## src/rtl/grey_pkg.sv

```systemverilog
`default_nettype none
// ============================================================================
// Module      : grey_pkg
// Description : Shared types and helpers for the 3-digit Johnson-ring
//               measurement sequencer: FSM state encoding, the ten 5-bit
//               Johnson digit codes, the illegal-digit marker and the
//               code-to-BCD decode function.
// Revision    : 1.0 - initial release
// ============================================================================
package grey_pkg;

  // Measurement sequencer states
  typedef enum logic [2:0] {
    ST_IDLE    = 3'd0,
    ST_CLEAR   = 3'd1,
    ST_GATE    = 3'd2,
    ST_SETTLE  = 3'd3,
    ST_CAPTURE = 3'd4,
    ST_VALID   = 3'd5
  } state_e;

  // Johnson (twisted-ring) codes for digits 0..9
  localparam logic [4:0] c_jc_0 = 5'b00000;
  localparam logic [4:0] c_jc_1 = 5'b00001;
  localparam logic [4:0] c_jc_2 = 5'b00011;
  localparam logic [4:0] c_jc_3 = 5'b00111;
  localparam logic [4:0] c_jc_4 = 5'b01111;
  localparam logic [4:0] c_jc_5 = 5'b11111;
  localparam logic [4:0] c_jc_6 = 5'b11110;
  localparam logic [4:0] c_jc_7 = 5'b11100;
  localparam logic [4:0] c_jc_8 = 5'b11000;
  localparam logic [4:0] c_jc_9 = 5'b10000;

  // Digit value reported for a code outside the ten legal states
  localparam logic [3:0] c_digit_illegal = 4'hF;

  // Returns {illegal, digit}
  function automatic logic [4:0] johnson_to_bcd(input logic [4:0] code);
    logic [4:0] res;
    res = {1'b1, c_digit_illegal};
    case (code)
      c_jc_0:  res = {1'b0, 4'd0};
      c_jc_1:  res = {1'b0, 4'd1};
      c_jc_2:  res = {1'b0, 4'd2};
      c_jc_3:  res = {1'b0, 4'd3};
      c_jc_4:  res = {1'b0, 4'd4};
      c_jc_5:  res = {1'b0, 4'd5};
      c_jc_6:  res = {1'b0, 4'd6};
      c_jc_7:  res = {1'b0, 4'd7};
      c_jc_8:  res = {1'b0, 4'd8};
      c_jc_9:  res = {1'b0, 4'd9};
      default: res = {1'b1, c_digit_illegal};
    endcase
    return res;
  endfunction

endpackage : grey_pkg
`default_nettype wire

```

## src/rtl/grey_digit_dec.sv

```systemverilog
`default_nettype none
// ============================================================================
// Module      : grey_digit_dec
// Description : Combinational decoder for one Johnson-coded decade digit.
//               Ports:
//                 code_i    [4:0] Johnson code from one counter stage
//                 digit_o   [3:0] decoded BCD digit (4'hF when illegal)
//                 illegal_o       code is not one of the ten legal states
// Revision    : 1.0 - initial release
// ============================================================================
module grey_digit_dec
  import grey_pkg::*;
(
  input  logic [4:0] code_i,
  output logic [3:0] digit_o,
  output logic       illegal_o
);

  assign {illegal_o, digit_o} = johnson_to_bcd(code_i);

endmodule : grey_digit_dec
`default_nettype wire

```

## src/rtl/grey_1000_meas_ctrl.sv

```systemverilog
`default_nettype none
// ============================================================================
// Module      : grey_1000_meas_ctrl
// Description : Measurement sequencer for a 3-digit ripple Johnson decade
//               counter. Clears the counter, opens the count gate for
//               GATE_CYCLES clocks, waits SETTLE_CYCLES for the ripple chain,
//               captures and decodes the digits, then offers the result on a
//               valid/ready handshake.
//               Ports:
//                 i_clk, i_rst_n       clock, async active-low reset
//                 i_start              start a measurement (IDLE only)
//                 i_continuous         re-arm after each accepted result
//                 i_100/i_010/i_001    Johnson digit codes from the counter
//                 o_cnt_rst            active-high reset to the counter
//                 o_gate               counter clock enable
//                 o_busy               sequencer not idle
//                 o_valid / i_ready    result handshake
//                 o_bcd [11:0]         {d100,d010,d001}
//                 o_err                some captured digit was illegal
// Revision    : 1.0 - initial release
// ============================================================================
module grey_1000_meas_ctrl
  import grey_pkg::*;
#(
  parameter int unsigned GATE_CYCLES   = 1000,
  parameter int unsigned CLR_CYCLES    = 2,
  parameter int unsigned SETTLE_CYCLES = 4
) (
  input  logic        i_clk,
  input  logic        i_rst_n,
  input  logic        i_start,
  input  logic        i_continuous,
  input  logic [4:0]  i_100,
  input  logic [4:0]  i_010,
  input  logic [4:0]  i_001,
  output logic        o_cnt_rst,
  output logic        o_gate,
  output logic        o_busy,
  output logic        o_valid,
  input  logic        i_ready,
  output logic [11:0] o_bcd,
  output logic        o_err
);

  localparam int unsigned c_max_gc  = (GATE_CYCLES > CLR_CYCLES) ? GATE_CYCLES : CLR_CYCLES;
  localparam int unsigned c_max_all = (c_max_gc > SETTLE_CYCLES) ? c_max_gc : SETTLE_CYCLES;
  localparam int unsigned c_cnt_w   = $clog2(c_max_all) + 1;

  state_e               state_q, state_d;
  logic [c_cnt_w-1:0]   cnt_q, cnt_d;
  logic                 cnt_rst_q, cnt_rst_d;
  logic                 gate_q, gate_d;
  logic                 busy_q, busy_d;
  logic                 valid_q, valid_d;
  logic [11:0]          bcd_q, bcd_d;
  logic                 err_q, err_d;

  logic                 w_cnt_done;
  logic [14:0]          w_codes;
  logic [11:0]          w_bcd;
  logic [2:0]           w_illegal;

  // Digit decoders; index 0 is the units digit so it lands in the low nibble
  assign w_codes = {i_100, i_010, i_001};

  for (genvar g = 0; g < 3; g++) begin : g_dig
    grey_digit_dec u_dec (
      .code_i    (w_codes[g*5 +: 5]),
      .digit_o   (w_bcd[g*4 +: 4]),
      .illegal_o (w_illegal[g])
    );
  end

  // Dwell length loaded into the shared counter when a state is entered
  function automatic logic [c_cnt_w-1:0] dwell_for(input state_e s);
    logic [c_cnt_w-1:0] v;
    case (s)
      ST_CLEAR:  v = c_cnt_w'(CLR_CYCLES);
      ST_GATE:   v = c_cnt_w'(GATE_CYCLES);
      ST_SETTLE: v = c_cnt_w'(SETTLE_CYCLES);
      default:   v = c_cnt_w'(1);
    endcase
    return v;
  endfunction

  assign w_cnt_done = (cnt_q == c_cnt_w'(1));

  // Next-state and shared down-counter
  always_comb begin
    state_d = state_q;
    cnt_d   = (cnt_q > c_cnt_w'(1)) ? (cnt_q - c_cnt_w'(1)) : cnt_q;
    case (state_q)
      ST_IDLE:    if (i_start)    state_d = ST_CLEAR;
      ST_CLEAR:   if (w_cnt_done) state_d = ST_GATE;
      ST_GATE:    if (w_cnt_done) state_d = ST_SETTLE;
      ST_SETTLE:  if (w_cnt_done) state_d = ST_CAPTURE;
      ST_CAPTURE: state_d = ST_VALID;
      ST_VALID: begin
        // Leave only on an actual handshake, i.e. once o_valid is visible
        if (valid_q && i_ready) begin
          state_d = i_continuous ? ST_CLEAR : ST_IDLE;
        end
      end
      default:    state_d = ST_IDLE;
    endcase
    if (state_d != state_q) begin
      cnt_d = dwell_for(state_d);
    end
  end

  // Output next-values: every output is a register fed from the current
  // state, so each output trails its state by one clock.
  always_comb begin
    cnt_rst_d = (state_q == ST_IDLE) || (state_q == ST_CLEAR);
    gate_d    = (state_q == ST_GATE);
    busy_d    = (state_q != ST_IDLE);
    valid_d   = 1'b0;
    bcd_d     = bcd_q;
    err_d     = err_q;
    if (state_q == ST_VALID) begin
      // Drop right after the accepting edge
      valid_d = !(valid_q && i_ready);
    end
    if (state_q == ST_CAPTURE) begin
      bcd_d = w_bcd;
      err_d = |w_illegal;
    end
  end

  always_ff @(posedge i_clk or negedge i_rst_n) begin
    if (!i_rst_n) begin
      state_q   <= ST_IDLE;
      cnt_q     <= c_cnt_w'(1);
      cnt_rst_q <= 1'b1;
      gate_q    <= 1'b0;
      busy_q    <= 1'b0;
      valid_q   <= 1'b0;
      bcd_q     <= 12'h000;
      err_q     <= 1'b0;
    end else begin
      state_q   <= state_d;
      cnt_q     <= cnt_d;
      cnt_rst_q <= cnt_rst_d;
      gate_q    <= gate_d;
      busy_q    <= busy_d;
      valid_q   <= valid_d;
      bcd_q     <= bcd_d;
      err_q     <= err_d;
    end
  end

  assign o_cnt_rst = cnt_rst_q;
  assign o_gate    = gate_q;
  assign o_busy    = busy_q;
  assign o_valid   = valid_q;
  assign o_bcd     = bcd_q;
  assign o_err     = err_q;

endmodule : grey_1000_meas_ctrl
`default_nettype wire

```

## config.mk

```make
export PLATFORM = sky130hd
export DESIGN_NAME = grey_1000_meas_ctrl
export DESIGN_NICKNAME = d
export VERILOG_FILES = /design/src/rtl/grey_pkg.sv /design/src/rtl/grey_digit_dec.sv /design/src/rtl/grey_1000_meas_ctrl.sv
export SDC_FILE = /design/constraint.sdc
export NUM_CORES = 1
export LEC_CHECK = 0
export BUFFER_PORTS_ARGS = -buffer_cell sky130_fd_sc_hd__buf_4
export CAP_MARGIN = 20
export CORE_ASPECT_RATIO = 0.75
export CORE_UTILIZATION = 49
export CTS_BUF_LIST = sky130_fd_sc_hd__clkbuf_2
export CTS_CLUSTER_SIZE = 16
export DETAILED_ROUTE_END_ITERATION = 8
export PLACE_DENSITY = 0.71
export SYNTH_ARGS = -nofsm -noshare
export SYNTH_HDL_FRONTEND = slang
export SYNTH_HIERARCHICAL = 1
export SYNTH_SLANG_ARGS = --single-unit
```

## constraint.sdc

```tcl
create_clock -name i_clk -period 4.4 [get_ports i_clk]
set_clock_uncertainty 0.05 [all_clocks]
set_input_delay 0.44 -clock i_clk [delete_from_list [all_inputs] [get_ports i_clk]]
set_output_delay 0.44 -clock i_clk [all_outputs]
set_load 0.05 [all_outputs]
```

After elaboration in Yosys (flattened, before gate mapping):

Memories as Yosys holds them, arrays and structs flattened.
Cells that the tools add are included.

* add/subtract/negate cells: 1
* magnitude comparators: 1
* eq/ne operators: 10
* muxes and demuxes: 11
* reductions and logical operators: 7

Operators with widths (count)
* $pmux 10 s3: 1
* $mux 11: 2
* $pmux 3 s6: 1
* $mux 3: 5
* $eq 3x2->1 const B: 4
* $eq 11x1->1 const B: 1
* $gt 11x1->1 const B: 1
* $sub 11x1->11 const B: 1
* $eq 3x1->1 const B: 2
* $eq 3x3->1 const B: 2
* $logic_not 3->1: 1
* $ne 3x3->1: 1
* $reduce_bool 3->1: 1
* $reduce_or 3->1: 1
* $mux 1: 2
* $reduce_bool 2->1: 1
* $logic_and 1x1->1: 1
* $logic_not 1->1: 1
* $logic_or 1x1->1: 1

* register bits: 31
* ROM bits: 480
* output and inout port bits: 17
* logic and storage cells: 41
* memories kept: 3

Memory list
* (name not given): words 32, width 5, read ports 1, clocked after memory_dff 0, wr ports 0, line grey_pkg.sv:41 `case (code)`
* (name not given): words 32, width 5, read ports 1, clocked after memory_dff 0, wr ports 0, line grey_pkg.sv:41
* (name not given): words 32, width 5, read ports 1, clocked after memory_dff 0, wr ports 0, line grey_pkg.sv:41

Logic depth before layout (Yosys ltp):

Gate-level depths: netlist (run 1).

* depth in word-level cells: 6
* gate-level depth with buffers: 8

Modules after synthesis:

The synthesis (run 1) kept the hierarchy.

Modules (own cells, without submodules)
* grey_1000_meas_ctrl: times used 1, cells each 138, area each 1511.4 sq um
* grey_digit_dec at g_dig[0].u_dec ...: times used 2, cells each 32, area each 227.7 sq um
* grey_digit_dec at g_dig[2].u_dec: times used 1, cells each 33, area each 237.7 sq um

Worst setup path after synthesis (run 1):

No wires, ideal clock.

* kind: reg2reg
* from: register cnt_q[0]
* to: register cnt_q[1]
* arrival time: 1.762 ns
* slack: 2.508 ns
* cell stages (with the launch flop): 7
* buffers on the path: 0
* period minus slack after synthesis: 1.892 ns
* cells stage by stage: dfstp_2 ha_1 nor4b_1 a21oi_1 nor2_1 mux2_2 mux2i_1

* cells in the longest elaborated chain, start to end: 6
* elaborated cells on any way between the ends: 15
* classes of those cells: add/sub: 1; order compare: 1; eq/ne: 5; mux: 7; reduce/logical: 1

Ends and longest elaborated chain
* start, declared: line grey_1000_meas_ctrl.sv:50 `logic [c_cnt_w-1:0] cnt_q, cnt_d;`
* start signal, assigned: line grey_1000_meas_ctrl.sv:133 `cnt_q <= c_cnt_w'(1);`
* start signal, assigned: line grey_1000_meas_ctrl.sv:142 `cnt_q <= cnt_d;`
* $eq 11x1->1: line grey_1000_meas_ctrl.sv:86 `assign w_cnt_done = (cnt_q == c_cnt_w'(1));`
* $mux 3, on equally long branches: line grey_1000_meas_ctrl.sv:96, grey_1000_meas_ctrl.sv:94, grey_1000_meas_ctrl.sv:95
* $pmux 3 s6: line grey_1000_meas_ctrl.sv:92 `case (state_q)`
* $eq 3x2->1 or $eq 3x1->1 (tied branches): line grey_1000_meas_ctrl.sv:77 `case (s)`
* $pmux 10 s3: line grey_1000_meas_ctrl.sv:77
* $mux 11: line grey_1000_meas_ctrl.sv:106 `if (state_d != state_q) begin`

Parallel ways exist; a longest one is shown, timed or not. The select of a mux whose other input is x is not followed.
A chain may end at the register's enable or synchronous reset.

Worst setup path after layout (run 1):

* from: register cnt_q[1]
* to: register cnt_q[9]

The elaborated chain is that of the path after synthesis.

==> metrics.md, run 1 <==
| Metric | Value |
|---|---|
| Post-layout power | ~1.4 mW |
| Layout cell share with drive strength beyond 1 | 27.1% |
| Leak | 1.10 nW |
| Synth Flop Type | dfrtp_1 |
| DR iter-0 viols | 99 |
| CTS tree | built |
| Synth unique cells | slightly below 50 |
| TritonCTS Buffers | 5 |
| Setup tns final | 0 ps |
| Clk_lat worst skew | 370 ps |
| Post-synth ARST share | 100% |
| Layout Nets | 299 |
| Die W | 79.5 µm |
| Depth of the most critical reg-to-reg path | 7 |
| Worst-Margin Slew | 871 ps |
| Initial antenna violation count | 0 |
| ANT cells | 0 |
| Final worst slack | between 2000 and 2500 ps |
| Worst Path Class, Setup | reg -> reg |
| Final Hold Vio Count | 0 |
| Root Driver | clkbuf_2 |
| Post-detail-place hpwl | roughly 3200 µm |
| First-pass GRT wire length | 7630 µm |
| RSZ-0062 raised after global routing | false |
| Pin count of the biggest net entering global routing | 32 |
| Vias in the first global route | 1614 |
| Via Count | 1760 |
| Power per Cell Area | 579 nW/µm² |
| HP Class | in -> reg |
| Synth top cells by count | dfrtp_1, nand2_1, nor2_1 |
| WL per Instance | 13.4 µm |
| Router iterations before antenna repair | 4 |
| Starting density of the core | 52.8% |
| Die height | approximately 60 µm |
| Post-route ant nets | 0 |
| Cell taking the most area after synthesis | dfrtp_1 |
| Max Root-Sink Buffers | 2 |
| Area delta synth->final | 13.0% |
| Synth top area share | around 33% |
| H-tree Lvls | 2 |
| Worst Setup End Kind | register |
| # clock sinks | 31 |
| Max-Slew Margin vs Limit | about two fifths |
| Fin crit share | 52.6% |
| M2 GR Usage | 30.3% |
| R2r startpoint | cnt_q[1]$_DFFE_PN0P_ |
| DRC viols | 0 |
| Via/cell ratio | 5.48 |
| Routability Congestion | slightly below 0.9 |
| Final WL | 4310 µm |
| Met1 Usage GRT | 30.5% |
| Total GRT Usage | 20.8% |
| Critical path origin | cnt_q[1]$_DFFE_PN0P_ |
| GRT overflow | 0 |
| Max Clk Rate | 432 MHz |
| Post-synthesis sequential area ratio | 35.3% |
| Number of enable flip-flop cells after synthesis | 0 |
| Core Area | 4180 µm² |
| Reg clk slew, reported paths | 190 ps |
| Fin crit period | about 2300 ps |
| Synthesized area per cell | 9.38 µm² |
| # Post-CTS Setup Buffers | 0 |
| Post-synth net total | 269 |
| Peak VDD IR | 327 µV |
| CP max FO | 13 |
| Reg2reg setup slack | 2090 ps |
| Post-Place Setup Slack | 2120 ps |
| WP data required | 4590 ps |
| Resized cells post-CTS | 0 |
| Slew Limit Fails | 0 |
| # rows | 20 |
| Crit path DAT | 2500 ps |
| CP Launch Type | register |
| Status | finished clean |
| R2r endpoint | cnt_q[9]$_DFFE_PN0P_ |
| Grt peak-use layer | met1 |
| Cell Area, Synth | 2200 µm² |
| Syn Inst Count | 235 |
| IO Pins | 37 |
| Top-count cell post-synth | dfrtp_1 |
| Yosys reg bits | 31 |
| GR Util met3 | 5.04% |
| Die area | 4770 µm² |
| I/O Buffers | 36 |
| Syn. warnings | 6 |
| Setup crit end | cnt_q[9]$_DFFE_PN0P_ |
| Core Util, Final | between 50% and 60% |
| # setup viols final | 0 |
| Max Cap Violations | 0 |
| Largest cells by area after synthesis | dfrtp_1, ha_1, mux2_2 |
==> worst min-delay path by stage <==
| stage | startpoint | cells after the start | slack (ps) | to |
|---|---|---|---|---|
| 6_report | i_ready | 2 | 210 | o_valid$_DFF_PN0_ |
| 5_1_grt | i_ready | 2 | 180 | o_valid$_DFF_PN0_ |
| 4_1_cts | i_ready | 2 | 190 | o_valid$_DFF_PN0_ |
| 3_5_place_dp | i_rst_n | 1 | 350 | o_bcd[5]$_DFFE_PN0N_ |
| 3_3_place_gp | i_rst_n | 1 | 350 | o_bcd[5]$_DFFE_PN0N_ |
| 2_1_floorplan | i_rst_n | 0 | 90 | cnt_q[10]$_DFFE_PN0P_ |
==> registers in the layout, summed over array words and instances, names as in the netlist <==
signal / cells
cnt_q: 11
o_cnt_rst: 1
state_q: 3
o_valid: 1
o_busy: 1
o_gate: 1
o_err: 1
o_bcd: 12
==> per-layer routing <==
metal | part of all wire [%] | up-vias
met4 | 0.97 | 0
met2 | 41 | 44
li1 | - | 881
met1 | 53 | 830
met5 | 0 | -
met3 | 4.9 | 5
==> metrics by stage <==
| stage | std cells | area [µm²] | hold slack (ps) |
|---|---|---|---|
| after CTS | 321 | 2490 | 193 |
| after detailed placement | 312 | 2440 | 354 |
| final | 321 | 2490 | 214 |
| after global routing | 321 | 2490 | 182 |
| after floorplan | 235 | 2200 | 94.4 |
| after global placement | 311 | 2430 | 351 |
==> cells in the final DEF, fill, tap and decap left out, drive strengths merged, types with 4 or more instances in the layout <==
cell type / n
inv: 12
mux2: 13
nor4: 5
xnor2: 7
mux2i: 8
nand2: 24
o21ai: 9
buf: 37
a21oi: 19
nand2b: 4
nor2: 19
a31oi: 7
dfrtp: 29
or2: 4
ha: 14
clkbuf: 6
or3: 5
==> final cells by class <==
cell class	instances	area, µm²
Fill cell	370	1690
Inverter	12	45.0
Multi-Input combinational cell	177	1270
Clock buffer	6	30.0
Sequential cell	31	778
Clock inverter	2	8.76
Tap cell	55	68.8
Timing Repair Buffer	38	292
==> cells by family (layout without fill, tap and decap cells) <==
family,after synthesis,after routing,synth area share [%]
xor gates and xnor gates,10,10,3.97
buffers and inverters,27,58,7.15
AOI/OAI and AO/OA,51,51,15.2
DFF,31,31,35.3
and+or+nand+nor,81,81,20.1
adders and majority gates,14,14,7.95
muxes,21,21,10.3
==> critical path, stage by stage (launching register included) <==
cell     delay, ps
dfrtp_1        380
inv_1           70
ha_1           170
nor4b_1        160
and3_1         230
o32ai_2        770
and2_4         330
a21oi_1         50
==> power breakdown <==
| group | internal [mW] | total, mW | switching, mW | leakage [nW] |
|---|---|---|---|---|
| Sequential | 0.407 | 0.517 | 0.111 | 0.360 |
| Clock | 0.0391 | 0.138 | 0.0986 | 0.0304 |
| Combinational | 0.313 | 0.788 | 0.475 | 0.714 |
| Total | 0.759 | 1.44 | 0.684 | 1.10 |
==> timing repair <==
item / 4_1_cts / 5_1_grt
hold buffers: 1 / 0
hold endpoints to repair: 29 / 0
setup endpoints to repair: 0 / 0
No activity file was read; power rests on OpenSTA's default activity.
==> inputs of run 2 (changes only) <==
==> constraint.sdc (replaced) <==
create_clock -name i_clk -period 2.42 [get_ports i_clk]
set_clock_uncertainty 0.05 [all_clocks]
set_input_delay 0.242 -clock i_clk [delete_from_list [all_inputs] [get_ports i_clk]]
set_output_delay 0.242 -clock i_clk [all_outputs]
set_load 0.05 [all_outputs]
==> run 2 against run 1 <==
Via count shrank 1.5%. Maximum frequency increased by 1.5%. Critical path depth stayed put. Global-route usage is 0.41 points higher. Flip-flop and latch count is the same. Wire length grew 5.5%. Critical endpoint is now cnt_q[5]$_DFFE_PN0P_.
==> metrics.md, run 2 (synthesis results as in run 1) <==
| Metric | Value |
|---|---|
| CP delay by family, top | compound AO/OA/AOI/OAI gates |
| RSZ-0062 raised after global routing | false |
| Max FFs per register | 12 |
| WL per Instance | roughly 14 µm |
| # setup viols final | 0 |
| IO Pins | 37 |
| Power per Cell Area | 1070 nW/µm² |
| # Post-CTS Setup Buffers | 0 |
| Slowest CP cell | o32ai_2 |
| Reg2reg setup slack | 140 ps |
| ANT cells | 0 |
| Non-Filler Instances | 325 |
| R2r endpoint | cnt_q[5]$_DFFE_PN0P_ |
| Slew Limit Fails | 0 |
| Final worst slack | 141 ps |
| GRT overflow | 0 |
| Min-delay src | i_ready |
| Worst Path Class, Setup | reg -> reg |
| HP Class | in -> reg |
| Die height | 60.1 µm |
| Starting density of the core | 52.8% |
| Status | finished clean |
| Reg clk slew, reported paths | about 160 ps |
| Fin crit share | 94.2% |
| Depth of the most critical reg-to-reg path | 7 |
| Initial antenna violation count | 0 |
| Worst-Margin Slew | 811 ps |
| Layout cell share with drive strength beyond 1 | between 20 and 30% |
| DRC viols | 0 |
| Router iterations before antenna repair | 4 |
| Fin crit period | 2280 ps |
| Critical path's largest stage delay | 720 ps |
| Via/cell ratio | 5.34 |
| Max-Slew Margin vs Limit | a little under half |
| Post-layout power | 2.69 mW |
| WHS Path Cells | 2 |
| Crit path depth | 7 |
| Max Cap Violations | 0 |
| Max Clk Rate | 439 MHz |
| Max Root-Sink Buffers | 2 |
| R2r startpoint | cnt_q[1]$_DFFE_PN0P_ |
| Resized cells post-CTS | 0 |
| # placed instances | 316 |
| I/O Buffers | 36 |
| Hold-critical path endpoint | o_valid$_DFF_PN0_ |
| CP max FO | 13 |
| Total GRT Usage | 21.2% |
| Hold slack | between 30 and 40 ps |
| CP Launch Type | register |
| Vias in the first global route | between 1.5k and 2k |
| Fillers | around 360 |
| WP data required | around 2600 ps |
| Post-route ant nets | 0 |
| Layout Nets | 303 |
| Worst path cell trace | inv_1, ha_1, nor4b_1, and3_1, o32ai_2, and2_4, a21oi_1 |
| Root Driver | clkbuf_2 |
| Commonest non-fill, non-tap cell in the layout | buf_4 |
| Post-detail-place hpwl | approximately 3400 µm |
| Crit path DAT | 2490 ps |
| Post-Place Setup Slack | 183 ps |
| Peak VDD IR | 776 µV |
| Via Count | 1734 |
| Die area | around 4800 µm² |
| H-tree Lvls | 2 |
| Register area | roughly 800 µm² |
| Final Hold Vio Count | 0 |
| Die W | just under 80 µm |
| Worst Setup End Kind | register |
| Worst Path Buf+Inv | 1 |
| Pin count of the biggest net entering global routing | 32 |
| First-pass GRT wire length | about 7600 µm |
| Final WL | 4550 µm |
| Multi-input gate area | 1270 µm² |
| Routability Congestion | 0.898 |
| TritonCTS Buffers | 5 |
| Commonest non-fill, non-tap cells in the layout | buf_4, dfrtp_1, nand2_1 |
| Setup tns final | 0 ps |
| Area delta synth->final | 14.2% |
| CTS tree | built |
| Clk_lat worst skew | about 370 ps |
| # rows | 20 |
| DR iter-0 viols | 120 |
| Cts hold-fix bufs | 1 |
| Leak | 1.13 nW |
| # clock sinks | 31 |
| Core Area | 4180 µm² |
==> run 2: worst register-to-register path, delay by kind of cell (launching register included) <==
kind            cells  cell delay, ps
fa+ha+maj           1             190
flops               1             380
simple gates        3             720
buf+inv             1              70
compound gates      2             770
==> run 2: where the power goes <==
part | internal (mW) | switching, mW | leakage (nW) | total (mW)
combinational | 0.597 | 0.914 | 0.734 | 1.51
sequential | 0.740 | 0.178 | 0.360 | 0.918
clock | 0.0789 | 0.185 | 0.0330 | 0.264
==> run 2: how the worst max path moves through the flow <==
stage	slack, ps	start	end
6_report	140	cnt_q[1]$_DFFE_PN0P_	cnt_q[5]$_DFFE_PN0P_
5_1_grt	10	cnt_q[1]$_DFFE_PN0P_	cnt_q[5]$_DFFE_PN0P_
4_1_cts	140	cnt_q[0]$_DFFE_PN1P_	cnt_q[5]$_DFFE_PN0P_
3_5_place_dp	180	cnt_q[1]$_DFFE_PN0P_	cnt_q[2]$_DFFE_PN0P_
3_3_place_gp	210	cnt_q[1]$_DFFE_PN0P_	cnt_q[6]$_DFFE_PN0P_
2_1_floorplan	530	cnt_q[0]$_DFFE_PN1P_	cnt_q[1]$_DFFE_PN0P_
==> run 2: metrics by stage <==
| step | cell area, µm² | util [%] |
|---|---|---|
| after global routing | 2520 | 60.3 |
| after floorplan | 2200 | - |
| after detailed placement | 2470 | 59.1 |
| after global placement | 2470 | 59.1 |
| after CTS | 2520 | 60.3 |
| final | 2520 | 60.3 |
==> run 2: routing by layer <==
| layer | wire length [µm] | GRT usage, % | part of all wire [%] |
|---|---|---|---|
| met1 | 2440 | 31.5 | 54 |
| met2 | 1830 | 30.6 | 40 |
| met3 | 224 | 4.89 | 4.9 |
| met4 | 44 | 5.45 | 0.97 |
| met5 | 0 | 0 | 0 |
==> run 2: final cells by class <==
cell class	count	share of cell area, %
inverters	12	1.79
clock buffers	7	1.39
well taps	55	2.73
clock inverters	1	0.199
repair buffers	42	12.6
flip-flops and latches	31	30.9
multi-input cells	177	50.4
==> inputs of run 3 (changes only) <==
--- a/config.mk
+++ b/config.mk
@@ -5,6 +5,7 @@
 export SDC_FILE = /design/constraint.sdc
 export NUM_CORES = 1
 export LEC_CHECK = 0
+export ABC_AREA = 1
 export BUFFER_PORTS_ARGS = -buffer_cell sky130_fd_sc_hd__buf_4
 export CAP_MARGIN = 20
 export CORE_ASPECT_RATIO = 0.75
==> constraint.sdc (replaced) <==
create_clock -name i_clk -period 2.42 [get_ports i_clk]
set_clock_uncertainty 0.05 [all_clocks]
set_input_delay 0 -clock i_clk [delete_from_list [all_inputs] [get_ports i_clk]]
set_output_delay 0 -clock i_clk [all_outputs]
set_load 0.05 [all_outputs]
==> run 3 against run 2 <==
Worst hold slack worse by 4.7 ps. Die area is 3.2% higher. Combinational power is 30% higher. Largest power group unchanged. Final cell count is 31% higher. Register-to-register slack better by 200 ps. Clock power is 8.7% lower. Maximum frequency is 9.7% higher. Global-route usage is 0.90 points higher. Wire length is 11% higher. Flip-flop and latch count stayed put. Largest cell class unchanged.
==> metrics.md, run 3 <==
| Metric | Value |
|---|---|
| Max Cap Violations | 0 |
| WP data required | 2630 ps |
| DR iter-0 viols | ~140 |
| Die area | about 4900 µm² |
| RSZ-0062 raised after global routing | false |
| CTS tree | built |
| CP max FO | 11 |
| Root Driver | clkbuf_2 |
| Hold-critical path endpoint | o_bcd[7]$_DFFE_PN0N_ |
| Worst Setup End Kind | register |
| First-pass GRT wire length | 8160 µm |
| Routability Congestion | between 0.8 and 0.9 |
| Hold slack | approximately 27 ps |
| Post-synth ARST share | 100% |
| Fin crit period | 2080 ps |
| # clock sinks | 31 |
| Max-Slew Margin vs Limit | between 70% and 80% |
| Syn. warnings | 6 |
| Number of enable flip-flop cells after synthesis | 0 |
| GRT overflow | 0 |
| Post-synthesis mux area share | 0% |
| Crit path DAT | 2280 ps |
| Die height | 61.0 µm |
| WHS Path Cells | 6 |
| Top-count cell post-synth | nand2_1 |
| Worst path cell trace | ha_1, inv_1, nor2_2, nand2_1, nand2_1, nand4_2, nand2_2, nand3_1, nand2_1, inv_1 |
| Commonest non-fill, non-tap cells in the layout | nand2_1, buf_4, inv_1 |
| Setup tns final | 0 ps |
| Starting density of the core | 51.0% |
| ANT cells | 0 |
| Peak VDD IR | approximately 670 µV |
| Fillers | ~420 |
| CP Launch Type | register |
| Cell Area, Synth | 2280 µm² |
| HP Class | in -> reg |
| Router iterations before antenna repair | 4 |
| Post-synthesis sequential area ratio | about a third |
| Worst Path Buf+Inv | 2 |
| Slew Limit Fails | 0 |
| Post-detail-place hpwl | around 3800 µm |
| Clk_lat worst skew | 360 ps |
| Leak | roughly 1.6 nW |
| Worst Path Class, Setup | reg -> reg |
| Synth unique cells | 28 |
| Synth Flop Type | dfrtp_1 |
| Critical path's largest stage delay | about 580 ps |
| Synthesized area per cell | 7.18 µm² |
| # setup viols final | 0 |
| Layout cell share with drive strength beyond 1 | 24.9% |
| DRC viols | 0 |
| WL per Instance | 11.8 µm |
| Synth top cells by count | nand2_1, inv_1, nand3_1 |
| Layout Nets | 402 |
| Fin crit share | 85.8% |
| Die W | 80.7 µm |
| Core Area | 4470 µm² |
| Via/cell ratio | 4.91 |
| # rows | 21 |
| Crit path top cell by count | nand2_1 |
| Via Count | around 2.1k |
| Complex-gate fraction of the synthesized area | between 5 and 6% |
| Main combinational cell family by area after synthesis | simple AND/OR/NAND/NOR gates |
| Slowest CP cell | dfstp_2 |
| CP delay by family, top | simple AND/OR/NAND/NOR gates |
| Area delta synth->final | 20.7% |
| Min-delay src | i_010[3] |
| I/O Buffers | 36 |
| Initial antenna violation count | 0 |
| Fraction of the mapped netlist area in simple logic gates | just over 40% |
| Post-synth net total | 351 |
| R2r endpoint | cnt_q[9]$_DFFE_PN0P_ |
| Final WL | 5030 µm |
| Yosys reg bits | 31 |
| Depth of the most critical reg-to-reg path | 10 |
| Total GRT Usage | 22.1% |
| Adder-Cell Fraction of Synth Area | 7.69% |
| Max FFs per register | 12 |
| Synth Area in XOR/XNOR | 2.69% |
| TritonCTS Buffers | 5 |
| Resized cells post-CTS | 0 |
| Worst-Margin Slew | around 390 ps |
| Reg clk slew, reported paths | 160 ps |
| IO Pins | 37 |
| Pin count of the biggest net entering global routing | 32 |
| Largest cells by area after synthesis | dfrtp_1, nand2_1, ha_1 |
| Vias in the first global route | 1802 |
| Final Hold Vio Count | 0 |
| Max Root-Sink Buffers | 2 |
| Cell taking the most area after synthesis | dfrtp_1 |
| Status | finished clean |
| Synth top area share | 31.9% |
| H-tree Lvls | 2 |
| Commonest non-fill, non-tap cell in the layout | nand2_1 |
| Post-route ant nets | 0 |
| R2r startpoint | cnt_q[0]$_DFFE_PN1P_ |
| Max Clk Rate | 481 MHz |
| Power per Cell Area | 1140 nW/µm² |
| Reg2reg setup slack | 340 ps |
| Syn Inst Count | ~320 |
## run 3: cell types whose count changed after synthesis, moves of 6 or more
cell,before,now
mux2_2,13,0
a21oi_1,16,3
a31oi_1,7,0
inv_1,12,33
nand3_1,1,31
nand3_2,0,7
nand2_1,24,112
buf_2,6,0
mux2i_1,8,0
inv_2,0,12
## run 3: through the flow
stage	instance area (µm²)	setup slack, ps	utilization [%]	total power, mW	std cells
3_5_place_dp	2600	418	58.2	2.85	407
3_3_place_gp	2600	445	58.2	2.84	407
5_1_grt	2750	155	61.5	3.40	426
6_report	2750	343	61.5	3.14	426
2_1_floorplan	2280	742	-	2.36	317
4_1_cts	2750	384	61.5	3.14	426
## run 3: area by class of cell
type | count | area (µm²) | area share (%)
Tap cell | 57 | 71.3 | 2.59
Timing Repair Buffer | 48 | 388 | 14.1
Clock buffer | 6 | 30.0 | 1.09
Clock inverter | 2 | 8.76 | 0.319
Inverter | 45 | 169 | 6.14
Multi-Input combinational cell | 237 | 1300 | 47.4
Sequential cell | 31 | 778 | 28.3
## run 3: where the power goes
part / internal, mW / switching, mW / total, mW / leakage (nW)
combinational: 0.641 / 1.32 / 1.96 / 1.17
sequential: 0.760 / 0.172 / 0.931 / 0.376
clock: 0.0710 / 0.170 / 0.241 / 0.0304
total: 1.47 / 1.66 / 3.14 / 1.57
## run 3: cell families (layout without fill, tap and decap cells)
group,Yosys count,count (layout)
adder cells (fa/ha/maj),14,14
flip-flops,31,31
buffers and inverters,49,101
AO/OA/AOI/OAI,18,18
XOR/XNOR,7,7
AND/OR/NAND/NOR,198,198
## run 3: what timing repair did
| action | 4_1_cts | 5_1_grt |
|---|---|---|
| setup buffers | 0 | 0 |
| endpoints found under the hold margin | 44 | 0 |
| hold buffers | 11 | 0 |
## run 3: worst max path at each step
stage / startpoint / end / cells after the start
floorplan: o_valid$_DFF_PN0_ / cnt_q[2]$_DFFE_PN0P_ / 9
global placement: cnt_q[0]$_DFFE_PN1P_ / cnt_q[9]$_DFFE_PN0P_ / 10
detailed placement: cnt_q[0]$_DFFE_PN1P_ / cnt_q[9]$_DFFE_PN0P_ / 10
CTS: cnt_q[0]$_DFFE_PN1P_ / cnt_q[9]$_DFFE_PN0P_ / 10
global route: cnt_q[0]$_DFFE_PN1P_ / cnt_q[7]$_DFFE_PN0P_ / 10
finish: cnt_q[0]$_DFFE_PN1P_ / cnt_q[9]$_DFFE_PN0P_ / 10
## run 3: metal layers
layer | global-route usage [%] | vias up | share of wire [%]
met3 | 3.56 | 0 | 6.1
met1 | 32.8 | 938 | 52
met5 | 0 | - | 0
met4 | 6.12 | 0 | 0
li1 | - | 1090 | -
met2 | 33.5 | 62 | 41
## run 3: worst register-to-register path: stages (launching register included)
cell and delay (ps):
dfstp_2 580, ha_1 140, inv_1 60, nor2_2 170, nand2_1 100, nand2_1 80
nand4_2 130, nand2_2 230, nand3_1 260, nand2_1 140, inv_1 40
